**src/rtl/ascon_pack.sv**
```systemverilog
// Shared Ascon constants: default round counts, the 4-bit round index type
// and the per-round constant table used by the constant-addition layer.
package ascon_pack;

   // Default round counts for the two permutation flavours.
   localparam int ASCON_ROUNDS_A = 12;
   localparam int ASCON_ROUNDS_B = 6;

   // Round indices run 0..11; a shorter permutation starts later in the table.
   localparam int ROUND_MAX = 12;

   typedef logic [3:0] round_t;

   localparam round_t ROUND_LAST = 4'd11;

   // Constant added in round 'round': high nibble counts down, low nibble up.
   function automatic logic [7:0] round_constant(input round_t round);
      return {4'hf - round, round};
   endfunction

endpackage

```
**src/rtl/round_counter.sv**
```systemverilog
// 4-bit loadable up-counter holding the current permutation round index.
module round_counter
   import ascon_pack::*;
(
   input  logic   clock_i,
   input  logic   resetb_i,
   input  logic   load,
   input  round_t load_value,
   input  logic   enable,
   output round_t count
);

   // Round index register: load has priority over increment.
   // NOTE: sequential state uses non-blocking assignments so every register
   // samples the pre-edge values of its inputs.
   always_ff @(posedge clock_i or negedge resetb_i) begin
      if (!resetb_i) begin
         count <= '0;
      end else if (load) begin
         count <= load_value;
      end else if (enable) begin
         count <= count + round_t'(1);
      end
   end

endmodule

```
**src/rtl/round_sequencer.sv**
```systemverilog
// Ascon permutation round sequencer: runs p^a (NB_ROUNDS_A rounds) or p^b
// (NB_ROUNDS_B rounds) and drives the round index, state enable, input-mux
// select and completion pulse of the permutation datapath.
// Optional feature: define ROUND_HOLD_EN to let hold_i pause a run in place.
module round_sequencer
   import ascon_pack::*;
#(
   parameter int NB_ROUNDS_A = ASCON_ROUNDS_A,
   parameter int NB_ROUNDS_B = ASCON_ROUNDS_B
)
(
   input  logic       clock_i,
   input  logic       resetb_i,
   input  logic       start_i,
   input  logic       mode_i,
   input  logic       hold_i,
   output logic [3:0] round_o,
   output logic       en_round_o,
   output logic       init_o,
   output logic       busy_o,
   output logic       done_o
);

   typedef enum logic [1:0] {
      IDLE  = 2'd0,
      FIRST = 2'd1,
      RUN   = 2'd2,
      DONE  = 2'd3
   } state_t;

   // Every run ends on round 11, so a shorter run starts further into the
   // table. For the default p^a count the start index is 0.
   localparam round_t START_A = round_t'(ROUND_MAX - NB_ROUNDS_A);
   localparam round_t START_B = round_t'(ROUND_MAX - NB_ROUNDS_B);

   state_t state;
   state_t state_next;
   round_t round;
   logic   cnt_load;
   round_t cnt_load_value;
   logic   cnt_enable;
   logic   held;

`ifdef ROUND_HOLD_EN
   // Pause request; only consulted while a run is in FIRST or RUN.
   assign held = hold_i;
`else
   // Hold is not built: the port exists for a uniform interface only.
   logic unused_hold;
   assign unused_hold = hold_i;
   assign held        = 1'b0;
`endif

   round_counter u_round_counter (
      .clock_i    (clock_i),
      .resetb_i   (resetb_i),
      .load       (cnt_load),
      .load_value (cnt_load_value),
      .enable     (cnt_enable),
      .count      (round)
   );

   assign round_o = round;

   // State register.
   // NOTE: asynchronous reset drops any run in progress straight to IDLE,
   // so an aborted run never produces a done pulse.
   always_ff @(posedge clock_i or negedge resetb_i) begin
      if (!resetb_i) begin
         state <= IDLE;
      end else begin
         state <= state_next;
      end
   end

   // Next-state, counter control and state-decoded outputs.
   // NOTE: every signal driven here gets a default first, so no path through
   // the case can leave one unassigned and infer a latch.
   always_comb begin
      state_next     = state;
      cnt_load       = 1'b0;
      cnt_load_value = '0;
      cnt_enable     = 1'b0;
      en_round_o     = 1'b0;
      init_o         = 1'b0;
      busy_o         = 1'b0;
      done_o         = 1'b0;

      case (state)
         IDLE: begin
            if (start_i) begin
               cnt_load       = 1'b1;
               cnt_load_value = mode_i ? START_B : START_A;
               state_next     = FIRST;
            end
         end

         FIRST, RUN: begin
            busy_o     = 1'b1;
            init_o     = (state == FIRST);
            en_round_o = !held;
            if (!held) begin
               if (round == ROUND_LAST) begin
                  // Last round: index stays at 11, never wraps.
                  state_next = DONE;
               end else begin
                  cnt_enable = 1'b1;
                  state_next = RUN;
               end
            end
         end

         DONE: begin
            busy_o         = 1'b1;
            done_o         = 1'b1;
            // Return the index to 0 for the idle period.
            cnt_load       = 1'b1;
            cnt_load_value = '0;
            state_next     = IDLE;
         end

         default: begin
            state_next = IDLE;
         end
      endcase
   end

endmodule

```
**config.mk**
```make
export PLATFORM = sky130hd
export DESIGN_NAME = round_sequencer
export DESIGN_NICKNAME = d
export VERILOG_FILES = /design/src/rtl/ascon_pack.sv /design/src/rtl/round_counter.sv /design/src/rtl/round_sequencer.sv
export SDC_FILE = /design/constraint.sdc
export NUM_CORES = 1
export LEC_CHECK = 0
export BUFFER_PORTS_ARGS = -buffer_cell sky130_fd_sc_hd__buf_4
export CAP_MARGIN = 20
export CORE_UTILIZATION = 30
export DETAILED_ROUTE_END_ITERATION = 7
export PLACE_DENSITY = 0.58
export SLEW_MARGIN = 20
export SYNTH_ARGS = -nofsm -noshare
export SYNTH_HDL_FRONTEND = slang
export SYNTH_SLANG_ARGS = --single-unit
export TNS_END_PERCENT = 10
```
**constraint.sdc**
```tcl
create_clock -name clock_i -period 1.9 [get_ports clock_i]
set_input_delay 0.38 -clock clock_i [delete_from_list [all_inputs] [get_ports clock_i]]
set_output_delay 0.38 -clock clock_i [all_outputs]
set_load 0.01 [all_outputs]
```
==> out/qor.csv, run 1 <==
stage,metric,value,unit
route,antenna_left,0,
global_routing,grt_pass1_vias,341,
timing,final_max_slew_viol_count,0,
critical_path,crit_chain,inv_1 -> ha_2 -> buf_4,
floorplanning,initial_utilization,32.7,%
cts,post-cts-setup-buffers,0,
global_routing,grt_most_used_layer,met2,
critical_path,crit_path_max_fanout,11,
timing,finalCriticalPeriod,1.72,ns
cts,h-tree-depth,1,
cts,tritoncts,done,
power_and_ir_drop,sw_frac_of_total,43.4,%
timing,maxClockFrequency,0.582,GHz
placed_design,dp.cells,67,
route,dr.pass1.iters,2,
synth,synth_nets,53,
job,drv_cap,0,
floorplanning,coreArea,1320,sq um
global_routing,antenna_found_initial,0,
global_routing,grt_util_met1,15.6,%
power_and_ir_drop,internal-power,0.639,mW
global_routing,grtUsageMet3,6.82,%
route,wl_per_cell,11.9,um
power_and_ir_drop,ir_drop,766,uV
finish,diodes,0,
power_and_ir_drop,clockPowerShare,10.4,%
synth,synth_cells,42,
timing,period_share,90.4,%
timing,final_hold_viol_count,0,
finish,nets,69,
placed_design,port_buffers,11,
synth,avgSynthCellArea,10.2,sq um
placed_design,dp_hpwl,661,um
global_routing,overflow,0,
synth,async_reset_ff_share,100,%
finish,fillers,128,
floorplanning,fp.dieH,39.9,um
finish,area_growth,29.1,%
power_and_ir_drop,power_frac_comb,66.0,%
cts,path_clk_slew,0.05,ns
finish,drive_gt1_share,37.5,%
placed_design,gp_congestion,0.688,
critical_path,crit_slowest_cell,ha_2,
timing,setup-tns-final,0,ns
timing,max_slew_margin,77.9,%
power_and_ir_drop,p_per_area,2030,nW/um^2
floorplanning,die_x,39.9,um
power_and_ir_drop,p_leak,0.274,nW
floorplanning,die-area,1590,sq um
route,num_vias,338,
timing,finalSetupViolCount,0,
critical_path,critPathKind,flop to output pin,
global_routing,grt_max_degree,12,
cts,root_buffer,clkbuf_4,
timing,tightest_slew,0.332,ns
synth,yosysTopAreaCellShare,34.9,%
synth,ys.warnings.count,0,
critical_path,crit_path_end_kind,output pin,
synth,yosysSeqAreaShare,34.9,%
timing,rsz0062_at_grt,false,
route,drc,0,
route,wirelength,842,um
synth,synth_cell_types,20,
route,detail_route.vias_per_cell,4.76,
floorplanning,core.rowCount,13,
cts,cts.sink_count,6,
synth,synth_area,430,sq um
power_and_ir_drop,seqPwrFrac,23.6,%
global_routing,grt_usage,14.3,%
status,status,finished clean,
critical_path,slowest_delay,0.45,ns
critical_path,cp_num_buf_inv,2,
global_routing,met2_usage,23.4,%
timing,finClkSkew,0.00155,ns
synth,netlist_top_cells_count,"dfrtp_1, ha_1, inv_1",
critical_path,cp.required,1.52,ns
synth,ys_ff_latch,6,
synth,synth_area_leaders,"dfrtp_1, ha_1, mux2i_1",
power_and_ir_drop,p_switching,0.490,mW
floorplanning,io_pins,13,
cts,cts_buffer_depth,2,
cts,clock_latency,0.24,ns
critical_path,crit_arrival,1.34,ns
critical_path,rrSetupSlack,0.43,ns
critical_path,cp_top_family,adder cells,
synth,synthFlopType,dfrtp_1,
critical_path,cp-start-kind,flop,
global_routing,grt_pass1_wl,1420,um
route,drtIter0Drc,2,
synth,synth_largest_area_cell,dfrtp_1,
power_and_ir_drop,fin_total_pwr,1.13,mW
synth,synth_edf_count,0,
finish,stdcell_count,71,
cts,cts_buffers,3,
worst_hold_path,hp-class,input pin to async pin,
==> repair_timing <==
| item | CTS | global route |
|---|---|---|
| resized for setup | 0 | 1 |
| endpoints found under the setup margin | 0 | 1 |
| hold buffers | 1 | 0 |
| endpoints found under the hold margin | 6 | 0 |
==> worst register-to-register path, cell delays in order (launching register included) <==
cell and delay, ns:
dfrtp_1 0.39, inv_1 0.10, ha_2 0.45, nand4_1 0.13, xnor2_1 0.15, and2_4 0.15
==> layout make-up <==
| cell class | count | area [sq um] | share of cell area, % |
|---|---|---|---|
| Timing Repair Buffer | 12 | 92.6 | 16.7 |
| Clock buffer | 3 | 22.5 | 4.05 |
| Inverter | 5 | 18.8 | 3.38 |
| Multi-Input combinational cell | 30 | 253 | 45.5 |
| Sequential cell | 6 | 150 | 27.0 |
| Tap cell | 15 | 18.8 | 3.38 |
==> layer usage <==
layer | share of wire (%) | vias up
li1 | - | 174
met1 | 47 | 150
met2 | 47 | 14
met3 | 6.3 | 0
met4 | 0 | 0
met5 | 0 | -
==> path summary, 6_finish.rpt <==
path,from,end,cells past startpoint
min,resetb_i,u_round_counter.count[3]$_DFFE_PN0P_,2
max,state[0]$_DFFE_PN0P_,en_round_o,3
min reg2reg,u_round_counter.count[0]$_DFFE_PN0P_,u_round_counter.count[0]$_DFFE_PN0P_,2
max in group asynchronous,resetb_i,state[1]$_DFFE_PN0P_,2
max reg2reg,state[0]$_DFFE_PN0P_,u_round_counter.count[3]$_DFFE_PN0P_,5
min in group clock_i,mode_i,u_round_counter.count[2]$_DFFE_PN0P_,3
==> placed cells by master (no fill, tap or decap), types with 2 or more instances in the layout <==
cell / count
inv_1: 5
nand2_1: 2
nand2b_1: 2
buf_4: 11
nand3_1: 2
ha_1: 5
clkbuf_4: 3
dfrtp_1: 6
a21oi_2: 2
mux2i_1: 2
o21ai_1: 4
==> per-stage QoR <==
step / cell area, sq um / setup WS (ns) / util (%) / hold slack (ns)
floorplan: 430 / 0.450 / - / 0.0844
global placement: 520 / 0.325 / 39.5 / 0.189
detailed placement: 520 / 0.332 / 39.5 / 0.189
CTS: 553 / 0.0674 / 42.0 / 0.479
global route: 556 / 0.0779 / 42.2 / 0.489
finish: 556 / 0.183 / 42.2 / 0.486
==> registers in the layout, summed over array words and instances (netlist names) <==
register               flops
u_round_counter.count      4
state                      2
==> power groups by stage <==
stage | logic (mW) | clock network (mW) | registers, mW
floorplan | 0.539 | 0 | 0.271
global placement | 0.734 | 0 | 0.266
detailed placement | 0.741 | 0 | 0.271
CTS | 0.749 | 0.123 | 0.268
global route | 0.833 | 0.132 | 0.279
finish | 0.745 | 0.117 | 0.266
==> cell families after synthesis <==
family                     after synthesis  share of synthesized area (%)
xor gates and xnor gates                 1                           2.04
muxes                                    2                           4.65
AOI/OAI and AO/OA                        9                           16.9
DFF                                      6                           34.9
adders and majority gates                6                           17.4
buffers and inverters                    6                           6.98
and+or+nand+nor                         12                           17.2
(Power assumes the default switching activity.)
==> run 2, diff against run 1 <==
--- a/config.mk
+++ b/config.mk
@@ -10,6 +10,7 @@
 export CORE_UTILIZATION = 30
 export DETAILED_ROUTE_END_ITERATION = 7
 export PLACE_DENSITY = 0.58
+export SETUP_SLACK_MARGIN = 0.4
 export SLEW_MARGIN = 20
 export SYNTH_ARGS = -nofsm -noshare
 export SYNTH_HDL_FRONTEND = slang
==> out/qor.csv, run 2 (same netlist as run 1, synthesis figures left out) <==
stage,metric,value,unit,change
cts,tritoncts,done,,
timing,max_slew_margin,77.8,%,about the same
global_routing,grt_max_degree,11,,-1
critical_path,cp.required,1.52,ns,about the same
power_and_ir_drop,seqPwrFrac,22.5,%,-1.1 points
power_and_ir_drop,p_switching,0.517,mW,+5.4%
route,num_vias,342,,+1.2%
timing,period_share,77.3,%,-13 points
global_routing,overflow,0,,unchanged
timing,finClkSkew,0.00194,ns,+0.000388 ns
timing,finalCriticalPeriod,1.47,ns,-0.248 ns
finish,final_cell_mix,"buf_4, dfrtp_1, ha_1",,
worst_hold_path,hp-class,input pin to async pin,,
floorplanning,die_x,39.9,um,unchanged
power_and_ir_drop,internal-power,0.685,mW,+7.3%
global_routing,grt_usage,14.6,%,+0.35 points
status,status,finished clean,,
cts,cts.sink_count,6,,unchanged
finish,nets,70,,+1.4%
floorplanning,io_pins,13,,unchanged
route,drc,0,,unchanged
timing,final_hold_viol_count,0,,unchanged
critical_path,cp-start-kind,flop,,
power_and_ir_drop,ir_drop,783,uV,+2.2%
power_and_ir_drop,power_frac_comb,67.8,%,+1.8 points
cts,root_buffer,clkbuf_4,,
route,wirelength,861,um,+2.3%
global_routing,antenna_found_initial,0,,unchanged
global_routing,grt_pass1_vias,343,,+0.59%
finish,regMostFlops,u_round_counter.count,,
critical_path,crit_path_end_kind,output pin,,
timing,maxClockFrequency,0.680,GHz,+17%
global_routing,grt_pass1_wl,1460,um,+2.4%
cts,cts_buffer_depth,2,,unchanged
cts,cts_buffers,3,,unchanged
finish,largest_reg_flops,4,,unchanged
route,detail_route.vias_per_cell,4.75,,-0.22%
power_and_ir_drop,clockPowerShare,9.7,%,-0.7 points
floorplanning,initial_utilization,32.7,%,unchanged
route,drtIter0Drc,4,,+2
placed_design,gp_congestion,0.688,,unchanged
route,antenna_left,0,,unchanged
critical_path,crit_arrival,1.09,ns,-0.25 ns
floorplanning,coreArea,1320,sq um,unchanged
placed_design,port_buffers,11,,unchanged
route,wl_per_cell,12.0,um,+0.84%
placed_design,pre_cts_slack,0.332,ns,unchanged
placed_design,dp_hpwl,661,um,unchanged
power_and_ir_drop,p_per_area,2080,nW/um^2,+2.5%
finish,mostFrequentLayoutCell,buf_4,,
power_and_ir_drop,p_leak,0.280,nW,+2.2%
finish,diodes,0,,unchanged
timing,tightest_slew,0.333,ns,+0.000596 ns
timing,worst_slack,0.430,ns,+0.248 ns
timing,final_max_slew_viol_count,0,,unchanged
power_and_ir_drop,sw_frac_of_total,43.0,%,-0.44 points
floorplanning,die-area,1590,sq um,unchanged
floorplanning,core.rowCount,13,,unchanged
critical_path,critPathKind,flop to output pin,,
timing,rsz0062_at_grt,true,,
timing,finalSetupViolCount,0,,unchanged
critical_path,crit_path_max_fanout,4,,-7
job,drv_cap,0,,unchanged
cts,h-tree-depth,1,,unchanged
cts,path_clk_slew,0.05,ns,about the same
cts,clock_latency,0.24,ns,about the same
route,dr.pass1.iters,4,,+2
finish,area_growth,34.0,%,
timing,setup-tns-final,0,ns,unchanged
floorplanning,fp.dieH,39.9,um,unchanged
critical_path,rrSetupSlack,0.47,ns,+0.04 ns
finish,drive_gt1_share,42.1,%,+4.6 points
finish,reg_top3,"u_round_counter.count: 4 flops, state: 2 flops",,
[run 2: changes by cell type in the layout (fill, tap and decap cells not counted)]
cell / before / now
inv_1: 5 / 3
inv_2: 0 / 2
buf_6: 0 / 1
ha_2: 1 / 0
ha_4: 0 / 1
[run 2: power by group through the flow]
| stage | clock network, mW | registers (mW) | logic (mW) |
|---|---|---|---|
| finish | 0.117 | 0.270 | 0.814 |
| global route | 0.132 | 0.283 | 0.913 |
| CTS | 0.123 | 0.272 | 0.806 |
| detailed placement | 0 | 0.271 | 0.741 |
| global placement | 0 | 0.266 | 0.734 |
| floorplan | 0 | 0.271 | 0.539 |
[run 2: final timing paths]
check | from | to | depth (start not counted)
min in group clock_i | mode_i | u_round_counter.count[2]$_DFFE_PN0P_ | 3
max | state[0]$_DFFE_PN0P_ | en_round_o | 3
max in group asynchronous | resetb_i | state[1]$_DFFE_PN0P_ | 2
max reg2reg | state[0]$_DFFE_PN0P_ | u_round_counter.count[3]$_DFFE_PN0P_ | 6
min reg2reg | u_round_counter.count[0]$_DFFE_PN0P_ | u_round_counter.count[0]$_DFFE_PN0P_ | 2
min | resetb_i | u_round_counter.count[3]$_DFFE_PN0P_ | 2
[run 2: per-layer routing]
metal  vias up  global-route usage, %  wire (um)
li1        175                      -          -
met1       151                   16.7        396
met2        16                   23.4        409
met3         0                   6.82         56
met4         0                   5.17          0
met5         -                      0          0
[run 2: layout make-up]
class | count | area (sq um)
fill | 128 | 741
multi-input combinational | 30 | 263
sequential | 6 | 150
timing repair buffer | 13 | 104
clock buffer | 3 | 22.5
inverter | 5 | 18.8
tap | 15 | 18.8
[run 2: critical path: stages, from the launching register on]
cell	delay [ns]
dfrtp_1	0.42
inv_2	0.11
ha_4	0.21
buf_6	0.11
[run 2: stage by stage]
stage / power [mW] / hold WS [ns] / cell area (sq um) / instances / util [%]
after floorplan: 0.810 / 0.0844 / 430 / 42 / -
after global placement: 1.00 / 0.189 / 520 / 67 / 39.5
after detailed placement: 1.01 / 0.189 / 520 / 67 / 39.5
after CTS: 1.20 / 0.479 / 573 / 72 / 43.5
after global routing: 1.33 / 0.482 / 577 / 72 / 43.8
final: 1.20 / 0.486 / 577 / 72 / 43.8
[run 2: what timing repair did]
action,in CTS,in global routing
pin swaps,1,1
hold endpoints to repair,6,0
setup endpoints to repair,6,3
hold buffers,1,0
buffers inserted,1,0
gates resized for setup,4,1
cloned,0,0
